$ cat config.mk
export PLATFORM = sky130hd
export DESIGN_NAME = product_writer
export DESIGN_NICKNAME = d
export VERILOG_FILES = /design/src/rtl/product_writer.sv
export SDC_FILE = /design/constraint.sdc
export NUM_CORES = 2
export LEC_CHECK = 0
export CORE_ASPECT_RATIO = 2
export CORE_UTILIZATION = 55
export CTS_CLUSTER_SIZE = 40
export DETAILED_ROUTE_END_ITERATION = 10
export PLACE_DENSITY = 0.79
export SYNTH_ARGS = -nofsm -noshare
export SYNTH_HDL_FRONTEND = slang
export SYNTH_SLANG_ARGS = --single-unit
export TNS_END_PERCENT = 10
$ cat constraint.sdc
create_clock -name clock -period 6.25 [get_ports clock]
set_input_delay 1.25 -clock clock [delete_from_list [all_inputs] [get_ports clock]]
set_output_delay 1.25 -clock clock [all_outputs]
set_load 0.005 [all_outputs]
$ cat src/rtl/product_writer.sv
// product_writer: packs 64/96/128-bit multiplier products into 64-bit words.
// Words go to consecutive addresses of an internal result bank, low word
// first, and a registered read port exposes the bank contents.
module product_writer #(
    parameter int DEPTH = 32,
    parameter int AW    = 5
) (
    input  logic           clock,
    input  logic           reset,
    input  logic [1:0]     mode,
    input  logic           prod_valid,
    output logic           prod_ready,
    input  logic [127:0]   product,
    input  logic           flush,
    input  logic [AW-1:0]  rd_addr,
    output logic [63:0]    rd_data,
    output logic [AW-1:0]  wr_ptr,
    output logic [AW:0]    fill,
    output logic           full
);

    typedef enum logic {
        IDLE = 1'b0,
        HI   = 1'b1
    } state_e;

    localparam logic [AW:0] DEPTH_W = (AW+1)'(DEPTH);

    state_e         state_q, state_d;
    logic [AW-1:0]  wr_ptr_q;
    logic [AW:0]    fill_q;
    logic [63:0]    hi_q;
    logic [1:0]     mode_q;
    logic [63:0]    rd_data_q;
    logic [63:0]    bank_q [DEPTH];

    logic [AW:0]    space;
    logic [AW:0]    wpp;
    logic           accept;
    logic           bank_we;
    logic [63:0]    bank_wdata;

    // Free space and words needed by the product format currently presented.
    assign space = DEPTH_W - fill_q;
    assign wpp   = mode[1] ? (AW+1)'(2) : (AW+1)'(1);

    // State register; reset aborts any pending upper-word write.
    // NOTE: sequential state uses non-blocking (<=) so every register samples
    // pre-edge values regardless of block ordering.
    always_ff @(posedge clock or negedge reset) begin
        if (!reset) begin
            state_q <= IDLE;
        end else begin
            state_q <= state_d;
        end
    end

    // Next-state logic: flush always returns to IDLE and drops a pending HI.
    // NOTE: every signal written in always_comb gets a default first so no
    // path can leave it unassigned and infer a latch.
    always_comb begin
        state_d = state_q;
        if (flush) begin
            state_d = IDLE;
        end else begin
            unique case (state_q)
                IDLE: if (accept && mode[1]) state_d = HI;
                HI:   state_d = IDLE;
                default: state_d = IDLE;
            endcase
        end
    end

    // Output logic: handshake, bank write enable and write word selection.
    always_comb begin
        prod_ready = (state_q == IDLE) && (space >= wpp) && !flush;
        accept     = prod_valid && prod_ready;
        bank_we    = accept || ((state_q == HI) && !flush);
        bank_wdata = product[63:0];
        if (state_q == HI) begin
            // Latched mode decides the upper word width, not the live input.
            bank_wdata = mode_q[0] ? hi_q : {32'h0, hi_q[31:0]};
        end
    end

    // Write pointer, fill count and upper-half latch.
    always_ff @(posedge clock or negedge reset) begin
        if (!reset) begin
            wr_ptr_q <= '0;
            fill_q   <= '0;
            hi_q     <= '0;
            mode_q   <= '0;
        end else begin
            if (flush) begin
                wr_ptr_q <= '0;
                fill_q   <= '0;
            end else if (bank_we) begin
                wr_ptr_q <= wr_ptr_q + 1'b1;
                fill_q   <= fill_q + 1'b1;
            end
            if (accept && mode[1]) begin
                hi_q   <= product[127:64];
                mode_q <= mode;
            end
        end
    end

    // Result bank write port.
    // NOTE: the bank storage has no reset; it maps onto plain RAM and its
    // contents are only meaningful once written.
    always_ff @(posedge clock) begin
        if (bank_we) begin
            bank_q[wr_ptr_q] <= bank_wdata;
        end
    end

    // Registered read port; a same-edge write to rd_addr returns old data.
    always_ff @(posedge clock or negedge reset) begin
        if (!reset) begin
            rd_data_q <= '0;
        end else begin
            rd_data_q <= bank_q[rd_addr];
        end
    end

    assign rd_data = rd_data_q;
    assign wr_ptr  = wr_ptr_q;
    assign fill    = fill_q;
    assign full    = (fill_q == DEPTH_W);

endmodule

==> summary.md <==
| Metric | Value |
|---|---|
| CP Capture Type | `primary output` |
| Core outline area | `150000 um^2` |
| Routed WL per cell | `36.2 um` |
| H-tree depth | `4` |
| Global-route wire length before repair | `302 mm` |
| Cell type with the largest total area after synthesis | `edfxtp_1` |
| RR Endpoint | `bank_q[1][19]` |
| Buffer and inverter count on the worst path | `3` |
| GPL Wtd Cong | `0.787` |
| Largest cells by area after synthesis | `edfxtp_1 74%, mux4_2 16%, dfrtp_1 4.2%, mux2_2 1.8%, mux2i_1 0.86%` |
| Detailed Route WL | `212 mm` |
| Antenna viol nets, final | `0` |
| I/O pins | `216` |
| Worst Max-Slew Pin Slew | `1.33 ns` |
| Fin. max-slew vios | `0` |
| Data required time at the worst endpoint | `5.00 ns` |
| Largest net degree at the start of global routing | `94` |
| CTS buffer count | `185` |
| Grt ovf | `0` |
| CP cell instances | `clkdlybuf4s50_1 -> inv_1 -> ha_1 -> nand2b_1 -> a221oi_4 -> and2_1 -> nor3_1 -> clkdlybuf4s50_1` |
| Die ar. | `153000 um^2` |
| Max incr delay on CP | `0.50 ns` |
| GRT Overall Usage | `0.280` |
| Crit-path leading delay family | `buffers and inverters` |
| Fillers | `9208` |
| Row count | `201` |
| CP Max Fanout | `4` |
| Crit Path Class | `in -> out` |
| Leak | `30.0 nW` |
| Max Clock Freq | `0.214 GHz` |
| Run status | `complete, no violations` |
| Worst R2R Path Depth | `9` |
| Synthesized instance count | `3449` |
| Width of the die | `277 um` |
| Share of cells above drive strength 1 | `0.307` |
| Post-CTS Setup Bufs | `0` |
| Hold-fix buffer count after cts | `0` |
| Worst-path clk slew | `0.07 ns` |
| Critical Path Most Common Cell | `clkdlybuf4s50_1` |
| Slew Limit Headroom | `0.112` |
| Min-Delay Path Class | `in -> async` |
| Initial drt markers | `5071` |
| Fin nets | `3925` |
| Critical R2R Launch | `fill[0]` |
| # setup viols final | `0` |
| Clock latency on the worst-skew pair | `0.85 ns` |
| Drc violations | `0` |
| Antenna violations before repair | `9` |
| Setup crit start kind | `primary input` |
| Crit-path slowest cell | `clkdlybuf4s50_1` |
| Dpl ws | `1.39 ns` |
| Fin Clk Skew | `0.0400 ns` |
| Clock Tree Buf Depth | `4` |
| Top_reg_cell synth | `edfxtp_1` |
| Via density | `6.84` |
| Tmin final | `4.68 ns` |
| Avg Cell Area, Syn | `24.2 um^2` |
| Post-synthesis register bit count | `2189` |
| CTS tree | `built` |
| Util after Layout | `0.628` |
| R2r setup slk | `2.27 ns` |
| Ys async rst share | `0.0644` |
| Syn. warnings | `0` |
| Post-synthesis sequential area ratio | `0.780` |
| Post-synth EDFFs | `2048` |
| Critical Path AT | `3.43 ns` |
| Seq. cell area | `65000 um^2` |
| Initial DRT Pass Iterations | `7` |
| Post-CTS Resized | `0` |
| Number of global-route vias before repair | `41800` |
| Pwr dens | `318 nW/um^2` |
| Worst Setup SP | `mode[1]` |
| Die Y-Extent | `553 um` |
| Starting Density | `0.556` |
| Dpl hpwl | `110 mm` |
| Syn_nets | `3596` |
| RSZ-0062 raised after global routing | `no` |
| Tcrit/Tclk final | `0.749` |
| Non-Filler Instances | `5853` |
| Worst path setup slack after routing | `1.57 ns` |
| Most frequent cells in the layout | `2048 x edfxtp_1, 580 x mux4_2, 209 x clkdlybuf4s50_1` |
| Top cell type's share of synthesized area | `0.737` |
| Clock sink count | `2189` |
| Root buf cell | `clkbuf_16` |
| Synth Cell Area | `83400 um^2` |
| Multi-input logic area | `17700 um^2` |
| Total number of vias | `40000` |
| Placed cell count | `5519` |
| Most common cell after layout, fill and taps aside | `edfxtp_1` |
| Synth unique cells | `46` |
| Fin. Hold Viols | `0` |
| Port Buffers | `215` |
| Worst vdd ir | `0.244 mV` |
| Area grow syn2layout | `13.1%` |
| MaxCap Viol Count | `0` |
[report_power, final]
group / total, mW / switching [mW] / internal, mW
clock network: 11.6 / 5.37 / 6.27
logic: 1.89 / 1.08 / 0.809
registers: 16.5 / 0.105 / 16.4
total: 30.0 / 6.55 / 23.4
[routing by layer]
layer  share of wire  GRT usage  wire, um  vias up
met5         0.00074          0       157        -
met4           0.047      0.123     10000        8
met3            0.11     0.0552     22500      588
met2            0.52      0.477    109000     3071
met1            0.33      0.348     69900    21000
li1                -          -         -    15400
[area by class of cell]
class,count,share of cell area
antenna,2,0.0000531
tap,1928,0.0256
clock buffer,213,0.0513
inverter,10,0.000398
timing repair buffer,330,0.0341
clock inverter,119,0.0116
sequential,2189,0.690
multi-input combinational,1062,0.187
[cell usage after synthesis, types with 24 or more instances]
cell and n:
a221oi_1 24, a22o_1 32, buf_1 33, buf_2 65
clkbuf_1 81, dfrtp_1 141, edfxtp_1 2048, mux2_2 136
mux2_4 39, mux2i_1 72, mux4_2 580, nor3_1 37
o22ai_1 38
[flip-flops by register name, summed over array words and instances, names as in the netlist]
register	count
hi_q	64
state_q	1
bank_q	2048
wr_ptr	5
rd_data	64
mode_q	1
fill	6
[cell families (layout without fill, tap and decap cells)]
| family | Yosys count | in the layout | synth area share |
|---|---|---|---|
| other cells | 0 | 2 | 0 |
| flops | 2189 | 2189 | 0.780 |
| mux | 827 | 827 | 0.191 |
| simple gates | 101 | 101 | 0.00636 |
| buf+inv | 198 | 672 | 0.0105 |
| compound gates | 126 | 126 | 0.0117 |
| fa+ha+maj | 8 | 8 | 0.00120 |
[metrics by stage]
step           area [um^2]  power (mW)   TNS, ns  hold slack, ns
2_1_floorplan        83400        17.8  -2270.15           0.473
3_3_place_gp         88400        18.6         0           0.484
3_5_place_dp         88400        18.6         0           0.491
4_1_cts              94300        30.1         0           0.413
5_1_grt              94300        30.6         0           0.435
6_report             94300        30.0         0           0.405
[worst max path at each step]
| stage | slack, ns | cells after the start | endpoint |
|---|---|---|---|
| after floorplan | -1.14 | 8 | bank_q[16][0] |
| final | 1.57 | 8 | prod_ready |
| after global routing | 1.46 | 8 | prod_ready |
| after detailed placement | 1.39 | 10 | bank_q[5][13] |
| after CTS | 1.59 | 8 | prod_ready |
| after global placement | 1.44 | 10 | bank_q[1][21] |
Power figures use the tool's default switching activity.
